<file path="src/rtl/load_store_unit_if.sv">
// Request/response handshake and data-memory bus of the load/store unit.
// The slave modport is the unit's view; the master modport is the view of
// the pipeline and data memory that surround it.
interface load_store_unit_if;
  logic        i_Req_Valid;
  logic        o_Req_Ready;
  logic        i_Write;
  logic [1:0]  i_Size;
  logic        i_Unsigned;
  logic [31:0] i_Addr;
  logic [31:0] i_wData;
  logic        o_Resp_Valid;
  logic [31:0] o_rData;
  logic        o_Misaligned;
  logic        o_Mem_wEnable;
  logic [31:0] o_Mem_Addr;
  logic [31:0] o_Mem_wData;
  logic [31:0] i_Mem_rData;

  modport slave (
    input  i_Req_Valid, i_Write, i_Size, i_Unsigned, i_Addr, i_wData, i_Mem_rData,
    output o_Req_Ready, o_Resp_Valid, o_rData, o_Misaligned,
           o_Mem_wEnable, o_Mem_Addr, o_Mem_wData
  );

  modport master (
    output i_Req_Valid, i_Write, i_Size, i_Unsigned, i_Addr, i_wData, i_Mem_rData,
    input  o_Req_Ready, o_Resp_Valid, o_rData, o_Misaligned,
           o_Mem_wEnable, o_Mem_Addr, o_Mem_wData
  );
endinterface

</file>
<file path="src/rtl/load_store_unit.sv">
// Load/store unit: accepts one request at a time from the pipeline, talks to
// a word-wide data memory with combinational read data, and returns a
// one-cycle completion pulse carrying the extended load result or a fault.
// Build option: define LSU_SUBWORD_EN to enable byte/half loads and
// read-modify-write byte/half stores. Without it only aligned word accesses
// are legal and every other size takes the fault path.
module load_store_unit (
  input logic              i_Clk,
  input logic              i_Reset,
  load_store_unit_if.slave bus
);

`ifdef LSU_SUBWORD_EN
  typedef enum logic [2:0] {IDLE, ACCESS, READ, WRITE, RESP} state_t;
`else
  typedef enum logic [1:0] {IDLE, ACCESS, RESP} state_t;
`endif

  state_t      state_q;
  state_t      state_d;

  logic        req_write_q;
  logic [29:0] req_idx_q;
  logic [31:0] req_wdata_q;
  logic        mis_q;
  logic [31:0] rdata_q;
  logic        req_mis;

`ifdef LSU_SUBWORD_EN
  logic [1:0]  req_size_q;
  logic        req_unsigned_q;
  logic [1:0]  req_lane_q;
  logic [31:0] merge_q;

  // Pick the addressed byte/half lane (little-endian) and extend it.
  function automatic logic [31:0] load_lane(input logic [31:0] word,
                                            input logic [1:0]  size,
                                            input logic [1:0]  lane,
                                            input logic        uns);
    logic [7:0]  b;
    logic [15:0] h;
    logic [31:0] r;
    case (lane)
      2'd0:    b = word[7:0];
      2'd1:    b = word[15:8];
      2'd2:    b = word[23:16];
      default: b = word[31:24];
    endcase
    h = lane[1] ? word[31:16] : word[15:0];
    case (size)
      2'b00:   r = uns ? {24'b0, b} : {{24{b[7]}}, b};
      2'b01:   r = uns ? {16'b0, h} : {{16{h[15]}}, h};
      default: r = word;
    endcase
    return r;
  endfunction

  // Replace only the addressed byte/half lane of the captured memory word.
  function automatic logic [31:0] merge_lane(input logic [31:0] word,
                                             input logic [15:0] data,
                                             input logic [1:0]  size,
                                             input logic [1:0]  lane);
    logic [31:0] r;
    r = word;
    if (size == 2'b00) begin
      case (lane)
        2'd0:    r[7:0]   = data[7:0];
        2'd1:    r[15:8]  = data[7:0];
        2'd2:    r[23:16] = data[7:0];
        default: r[31:24] = data[7:0];
      endcase
    end else if (lane[1]) begin
      r[31:16] = data;
    end else begin
      r[15:0] = data;
    end
    return r;
  endfunction
`endif

  // Classify the presented request as a fault before it is accepted.
  always_comb begin
    req_mis = 1'b0;
`ifdef LSU_SUBWORD_EN
    case (bus.i_Size)
      2'b00:   req_mis = 1'b0;
      2'b01:   req_mis = bus.i_Addr[0];
      2'b10:   req_mis = |bus.i_Addr[1:0];
      default: req_mis = 1'b1;
    endcase
`else
    req_mis = (bus.i_Size != 2'b10) || (|bus.i_Addr[1:0]);
`endif
  end

  // State register; reset aborts any operation in flight.
  always_ff @(posedge i_Clk or negedge i_Reset) begin
    if (!i_Reset) state_q <= IDLE;
    else          state_q <= state_d;
  end

  // Next-state selection and all bus outputs, decoded from the current state.
  always_comb begin
    state_d           = state_q;
    bus.o_Req_Ready   = 1'b0;
    bus.o_Resp_Valid  = 1'b0;
    bus.o_Misaligned  = 1'b0;
    bus.o_rData       = 32'b0;
    bus.o_Mem_wEnable = 1'b0;
    bus.o_Mem_Addr    = 32'b0;
    bus.o_Mem_wData   = 32'b0;
    case (state_q)
      IDLE: begin
        bus.o_Req_Ready = 1'b1;
        if (bus.i_Req_Valid) begin
`ifdef LSU_SUBWORD_EN
          if (req_mis)                                  state_d = RESP;
          else if (bus.i_Write && bus.i_Size != 2'b10) state_d = READ;
          else                                          state_d = ACCESS;
`else
          if (req_mis) state_d = RESP;
          else         state_d = ACCESS;
`endif
        end
      end
      ACCESS: begin
        bus.o_Mem_Addr = {2'b00, req_idx_q};
        if (req_write_q) begin
          bus.o_Mem_wEnable = 1'b1;
          bus.o_Mem_wData   = req_wdata_q;
        end
        state_d = RESP;
      end
`ifdef LSU_SUBWORD_EN
      READ: begin
        bus.o_Mem_Addr = {2'b00, req_idx_q};
        state_d        = WRITE;
      end
      WRITE: begin
        bus.o_Mem_Addr    = {2'b00, req_idx_q};
        bus.o_Mem_wEnable = 1'b1;
        bus.o_Mem_wData   = merge_lane(merge_q, req_wdata_q[15:0], req_size_q, req_lane_q);
        state_d           = RESP;
      end
`endif
      RESP: begin
        bus.o_Resp_Valid = 1'b1;
        bus.o_Misaligned = mis_q;
        bus.o_rData      = rdata_q;
        state_d          = IDLE;
      end
      default: state_d = IDLE;
    endcase
  end

  // Request latch, load result and read-modify-write capture register.
  always_ff @(posedge i_Clk or negedge i_Reset) begin
    if (!i_Reset) begin
      req_write_q    <= 1'b0;
      req_idx_q      <= 30'b0;
      req_wdata_q    <= 32'b0;
      mis_q          <= 1'b0;
      rdata_q        <= 32'b0;
`ifdef LSU_SUBWORD_EN
      req_size_q     <= 2'b0;
      req_unsigned_q <= 1'b0;
      req_lane_q     <= 2'b0;
      merge_q        <= 32'b0;
`endif
    end else begin
      if (state_q == IDLE && bus.i_Req_Valid) begin
        req_write_q    <= bus.i_Write;
        req_idx_q      <= bus.i_Addr[31:2];
        req_wdata_q    <= bus.i_wData;
        mis_q          <= req_mis;
        rdata_q        <= 32'b0;
`ifdef LSU_SUBWORD_EN
        req_size_q     <= bus.i_Size;
        req_unsigned_q <= bus.i_Unsigned;
        req_lane_q     <= bus.i_Addr[1:0];
`endif
      end
      if (state_q == ACCESS && !req_write_q) begin
`ifdef LSU_SUBWORD_EN
        rdata_q <= load_lane(bus.i_Mem_rData, req_size_q, req_lane_q, req_unsigned_q);
`else
        rdata_q <= bus.i_Mem_rData;
`endif
      end
`ifdef LSU_SUBWORD_EN
      if (state_q == READ) merge_q <= bus.i_Mem_rData;
`endif
    end
  end

endmodule

</file>
<file path="src/flat_wrapper.sv">
// flat-port wrapper written by rule: the top's interface ports become plain ports
module load_store_unit_flat 
  (i_Clk, i_Reset, bus_i_Req_Valid, bus_i_Write, bus_i_Size, bus_i_Unsigned, bus_i_Addr, bus_i_wData, bus_i_Mem_rData, bus_o_Req_Ready, bus_o_Resp_Valid, bus_o_rData, bus_o_Misaligned, bus_o_Mem_wEnable, bus_o_Mem_Addr, bus_o_Mem_wData);
  load_store_unit_if bus_i ();
  input logic i_Clk;
  input logic i_Reset;
  input wire logic [$bits(bus_i.i_Req_Valid)-1:0] bus_i_Req_Valid;
  input wire logic [$bits(bus_i.i_Write)-1:0] bus_i_Write;
  input wire logic [$bits(bus_i.i_Size)-1:0] bus_i_Size;
  input wire logic [$bits(bus_i.i_Unsigned)-1:0] bus_i_Unsigned;
  input wire logic [$bits(bus_i.i_Addr)-1:0] bus_i_Addr;
  input wire logic [$bits(bus_i.i_wData)-1:0] bus_i_wData;
  input wire logic [$bits(bus_i.i_Mem_rData)-1:0] bus_i_Mem_rData;
  output wire logic [$bits(bus_i.o_Req_Ready)-1:0] bus_o_Req_Ready;
  output wire logic [$bits(bus_i.o_Resp_Valid)-1:0] bus_o_Resp_Valid;
  output wire logic [$bits(bus_i.o_rData)-1:0] bus_o_rData;
  output wire logic [$bits(bus_i.o_Misaligned)-1:0] bus_o_Misaligned;
  output wire logic [$bits(bus_i.o_Mem_wEnable)-1:0] bus_o_Mem_wEnable;
  output wire logic [$bits(bus_i.o_Mem_Addr)-1:0] bus_o_Mem_Addr;
  output wire logic [$bits(bus_i.o_Mem_wData)-1:0] bus_o_Mem_wData;
  assign bus_i.i_Req_Valid = bus_i_Req_Valid;
  assign bus_i.i_Write = bus_i_Write;
  assign bus_i.i_Size = bus_i_Size;
  assign bus_i.i_Unsigned = bus_i_Unsigned;
  assign bus_i.i_Addr = bus_i_Addr;
  assign bus_i.i_wData = bus_i_wData;
  assign bus_i.i_Mem_rData = bus_i_Mem_rData;
  assign bus_o_Req_Ready = bus_i.o_Req_Ready;
  assign bus_o_Resp_Valid = bus_i.o_Resp_Valid;
  assign bus_o_rData = bus_i.o_rData;
  assign bus_o_Misaligned = bus_i.o_Misaligned;
  assign bus_o_Mem_wEnable = bus_i.o_Mem_wEnable;
  assign bus_o_Mem_Addr = bus_i.o_Mem_Addr;
  assign bus_o_Mem_wData = bus_i.o_Mem_wData;
  load_store_unit u_core (.i_Clk(i_Clk), .i_Reset(i_Reset), .bus(bus_i));
endmodule
</file>
<file path="config.mk">
export PLATFORM = sky130hd
export DESIGN_NAME = load_store_unit_flat
export DESIGN_NICKNAME = d
export VERILOG_FILES = /design/src/rtl/load_store_unit_if.sv /design/src/rtl/load_store_unit.sv /design/src/flat_wrapper.sv
export SDC_FILE = /design/constraint.sdc
export NUM_CORES = 1
export LEC_CHECK = 0
export BUFFER_PORTS_ARGS = -buffer_cell sky130_fd_sc_hd__buf_2
export CORE_MARGIN = 4
export CORE_UTILIZATION = 30
export DETAILED_ROUTE_END_ITERATION = 6
export SLEW_MARGIN = 20
export SYNTH_ARGS = -nofsm -noshare
export SYNTH_HDL_FRONTEND = slang
export SYNTH_SLANG_ARGS = --single-unit
</file>
<file path="constraint.sdc">
create_clock -name i_Clk -period 1.8 [get_ports i_Clk]
set_input_delay 0.54 -clock i_Clk [delete_from_list [all_inputs] [get_ports i_Clk]]
set_output_delay 0.54 -clock i_Clk [all_outputs]
set_load 0.01 [all_outputs]
</file>
* Word level (Yosys, flattened, before mapping)
Cells that the tools add are included.
** Operators by class
- Eq/ne operators :: 4
- Mux-type cells :: 14
- Reduce and logical (&&, ||, !) cells :: 7
** Operator list (number)
- 32-bit two-way mux :: 5
- 30-bit two-way mux :: 1
- 1-bit two-way mux :: 5
- 2-bit two-way mux :: 2
- 2-bit inequality test, second input constant :: 2
- 2-bit one-hot mux with 2 select lines :: 1
- 2-bit by 1-bit == test with 1-bit output, second input constant :: 1
- 2-bit == test, second input constant :: 1
- 1-bit logical AND :: 2
- 2-bit logical NOT :: 1
- 2-bit nonzero test :: 1
- 2-bit OR reduction :: 1
- 1-bit logical NOT :: 1
- 1-bit logical OR :: 1
** Storage, ports and cells
- Register bits :: 98
- Output and inout port bits :: 100
- Logic and storage cells :: 31

* Depth between registers and ports, before layout
- Depth after elaboration :: 5
- Depth in mapped cells :: 4
- Depth with buffers taken out :: 3

* Worst setup path before layout
No wires, ideal clock.
- Kind :: register to output
- From :: reg u_core.state_q[0]
- To :: out bus_o_rData[22]
- Data arrival time :: 1.150 ns
- Required time :: 1.260 ns
- Setup slack :: 0.110 ns
- Cell stages (with the launch flop) :: 4
- Path through :: dfrtp_1 and2b_1 clkbuf_1 and2_1
** Between the ends
- Longest elaborated chain between the ends :: 2
** Ends and longest elaborated chain
- start: declaration :: RTL line load_store_unit.sv:19 : state_t state_q;
- start signal: assignment :: RTL line load_store_unit.sv:99 : else state_q <= state_d;
- 2-bit == test :: RTL line load_store_unit.sv:112 : case (state_q)
- 32-bit two-way mux :: RTL line load_store_unit.sv:112
- end: declaration :: RTL line flat_wrapper.sv:16 : output wire logic [$bits(bus_i.o_rData)-1:0] bus_o_rData;
No other way between the ends.

* Final worst setup path
- From :: reg u_core.state_q[0]
- To :: out bus_o_Mem_wData[10]
** Between the ends
- Longest elaborated chain between the ends :: 2
** Ends and longest elaborated chain
- 2-bit by 1-bit == test with 1-bit output :: RTL line load_store_unit.sv:112
- 32-bit two-way mux :: RTL line load_store_unit.sv:112
- end: declaration :: RTL line flat_wrapper.sv:20 : output wire logic [$bits(bus_i.o_Mem_wData)-1:0] bus_o_Mem_wData;
No other way between the ends.

==> flow_metrics.tcl <==
set metrics [dict create \
    final_util_pct 44.8 \
    yosysSeqAreaShare_pct 56.9 \
    drt_iter0_drc 80 \
    diodes 0 \
    ios 203 \
    cts_tree "yes" \
    synth_area_sq_um 4310 \
    setup_viol 97 \
    crit_fanout 20 \
    nets 634 \
    clk_pin_slew_ns 0.06 \
    core_sq_um 14000 \
    grt_pass1_vias 3248 \
    powerDensity_nw_per_um2 818 \
    min_path_type "in -> async" \
    cts_root_buffer "clkbuf_16" \
    intPower_w 0.00393 \
    die_area_sq_um 16300 \
    avgSynthCellArea_sq_um 13.1 \
    finalWorstSetupSlack_ns -0.227 \
    hold_slack_ns 0.262 \
    p_seq_share_pct 50.1 \
    critical_path_class "reg -> out" \
    pwr-share-clk_pct 35.9 \
    fp.dieH_um 128 \
    grt_pass1_wl_um 16600 \
    rows 43 \
    fin_crit_ns 2.03 \
    start_util_pct 30.8 \
    route.vias.total 3257 \
    wire_per_inst_um 15.3 \
    drive_gt1_share_pct 61.9 \
    cts.sink_count 98 \
    yosys_warnings 0 \
    clk_path_buf_depth 2 \
    track_usage_pct 12.9 \
    drv_cap 0 \
    worstPathRequired_ns 1.26 \
    synthToLayoutAreaGrowth_pct 45.5 \
    cts_buffers 9 \
    endpoint_kind "output pin" \
    clock.fmax_mhz 493 \
    path_cells "nor2b_4 > buf_12 > clkbuf_16 > and3_1 > buf_2" \
    vias_per_cell 4.56 \
    drc 0 \
    first_pass_iters 3 \
    ys_top_cells_by_area "dfrtp_1 57%, mux2_2 17%, and2_1 9.3%" \
    antenna_found_initial 0 \
    tns_ns -18.04 \
    grt_max_degree 99 \
    hold_viol 0 \
    cpMaxStageDelayCell "dfrtp_1" \
    synthCells 330 \
    swShare_pct 23.3 \
    rsz0062_at_grt "true" \
    clock_latency_ns 0.34 \
    leakage_nw 3.24 \
    arrival_ns 1.49 \
    status "complete, but fails checks" \
    overflow 0 \
    place_congestion 0.703 \
    synth_top_area_share_pct 56.9 \
    peakVddDrop_uv 395 \
    rrSetupSlack_ns 0.14 \
    p_sw_w 0.00120 \
    drt-total-wl_um 11000 \
    max_stage_delay_ns 0.39 \
    port_buffers 199 \
    synth-seq-cells 98 \
    synth.distinct_cells 18 \
    h-tree-depth 3 \
    maxSlewHeadroom_pct 65.7 \
    fin_skew_ns 0.00671 \
    die_w_um 128 \
    power_frac_comb_pct 14.0 \
    post-route-period-util_pct 113 \
    slew_violations 0 \
    cp-start-kind "flop" \
    final_antenna_net_count 0 \
    yosysTopAreaCell "dfrtp_1" \
    tightest_slew_ns 0.514 \
    violations "negative setup slack" \
    hpwl_um 7550 \
]
-- layer usage --
layer  GRT usage (%)  part of all wire, %  vias up
met5               0                    0        -
met4            5.43                  1.6        0
met3            4.25                  9.1       11
met2            20.4                   46      133
met1            16.3                   44     1560
li1                -                    -     1553
-- timing repair --
| item | CTS | global route |
|---|---|---|
| endpoints found under the setup margin | 97 | 97 |
| hold buffers | 0 | 0 |
| endpoints found under the hold margin | 0 | 0 |
| gates resized for setup | 30 | 43 |
| gates cloned | 2 | 3 |
| buffers inserted | 0 | 1 |
| pin swaps | 10 | 14 |
-- cells by family after synthesis --
| group | Yosys count | share of synthesized area [%] |
|---|---|---|
| AND/OR/NAND/NOR | 106 | 15.7 |
| flip-flops | 98 | 56.9 |
| multiplexers | 64 | 16.7 |
| AO/OA/AOI/OAI | 33 | 6.62 |
| buffers and inverters | 28 | 4.01 |
| other | 1 | 0.0870 |
-- synthesized netlist by cell type --
cell type  count
dfrtp_1       98
and2_1        64
mux2_2        64
a22o_1        32
and3_1        32
clkbuf_1      13
buf_6          7
buf_2          6
nor2_1         4
buf_4          2
a21oi_1        1
and2b_1        1
conb_1         1
nand2_1        1
nor2b_1        1
nor3b_2        1
nor3b_4        1
or4b_1         1
-- flip-flops by register name, indices dropped and copies added, names as in the netlist --
signal,cells
u_core.mis_q,1
u_core.rdata_q,32
u_core.req_idx_q,30
u_core.req_wdata_q,32
u_core.req_write_q,1
u_core.state_q,2
-- power by group through the flow --
stage               combinational (W)  clock, W  sequential, W
finish                       0.000718   0.00184        0.00257
global route                 0.000792   0.00200        0.00260
CTS                          0.000702   0.00191        0.00257
detailed placement           0.000678         0        0.00261
global placement             0.000653         0        0.00259
floorplan                    0.000402         0        0.00257
-- critical path: cells and delay by family, from the launching register on --
kind	cells	cell delay (ns)
buffers and inverters	3	0.44
flip-flops	1	0.39
AND/OR/NAND/NOR	2	0.32
-- final timing paths --
check                                         start                    to  depth (start not counted)
worst max-delay path              u_core.state_q[0]   bus_o_Mem_wData[10]                          5
worst min-delay path                        i_Reset   u_core.req_idx_q[0]                          2
worst max register to register    u_core.state_q[1]  u_core.req_idx_q[19]                          4
worst min register to register   u_core.rdata_q[30]    u_core.rdata_q[30]                          1
max in group asynchronous                   i_Reset    u_core.req_write_q                          2
min in group i_Clk              bus_i_Mem_rData[26]    u_core.rdata_q[26]                          2
-- cell usage in the layout, fill, tap and decap left out, drive strengths merged, types with 2 or more instances in the layout --
cell type,n
and2,64
a22o,32
conb,2
mux2,64
buf,214
nor2,4
clkinv,3
clkbuf,13
nor3b,2
dfrtp,98
and3,32
-- area by class of cell --
type                            count  area (sq um)
Fill cell                        1301          7720
Sequential cell                    98          2450
Multi-Input combinational cell    205          1810
Timing Repair Buffer              217          1500
Clock buffer                       10           229
Tap cell                          180           225
Clock inverter                      5          56.3
-- per-stage QoR --
| stage | std cells | setup WS (ns) | total power, W | instance area [sq um] |
|---|---|---|---|---|
| final | 715 | -0.227 | 0.00513 | 6270 |
| after global routing | 715 | -0.303 | 0.00539 | 6270 |
| after detailed placement | 694 | 0.0691 | 0.00329 | 5560 |
| after floorplan | 331 | 0.110 | 0.00297 | 4310 |
| after global placement | 694 | 0.0815 | 0.00324 | 5560 |
| after CTS | 711 | -0.268 | 0.00519 | 5980 |
No activity file was read; power rests on OpenSTA's default activity.
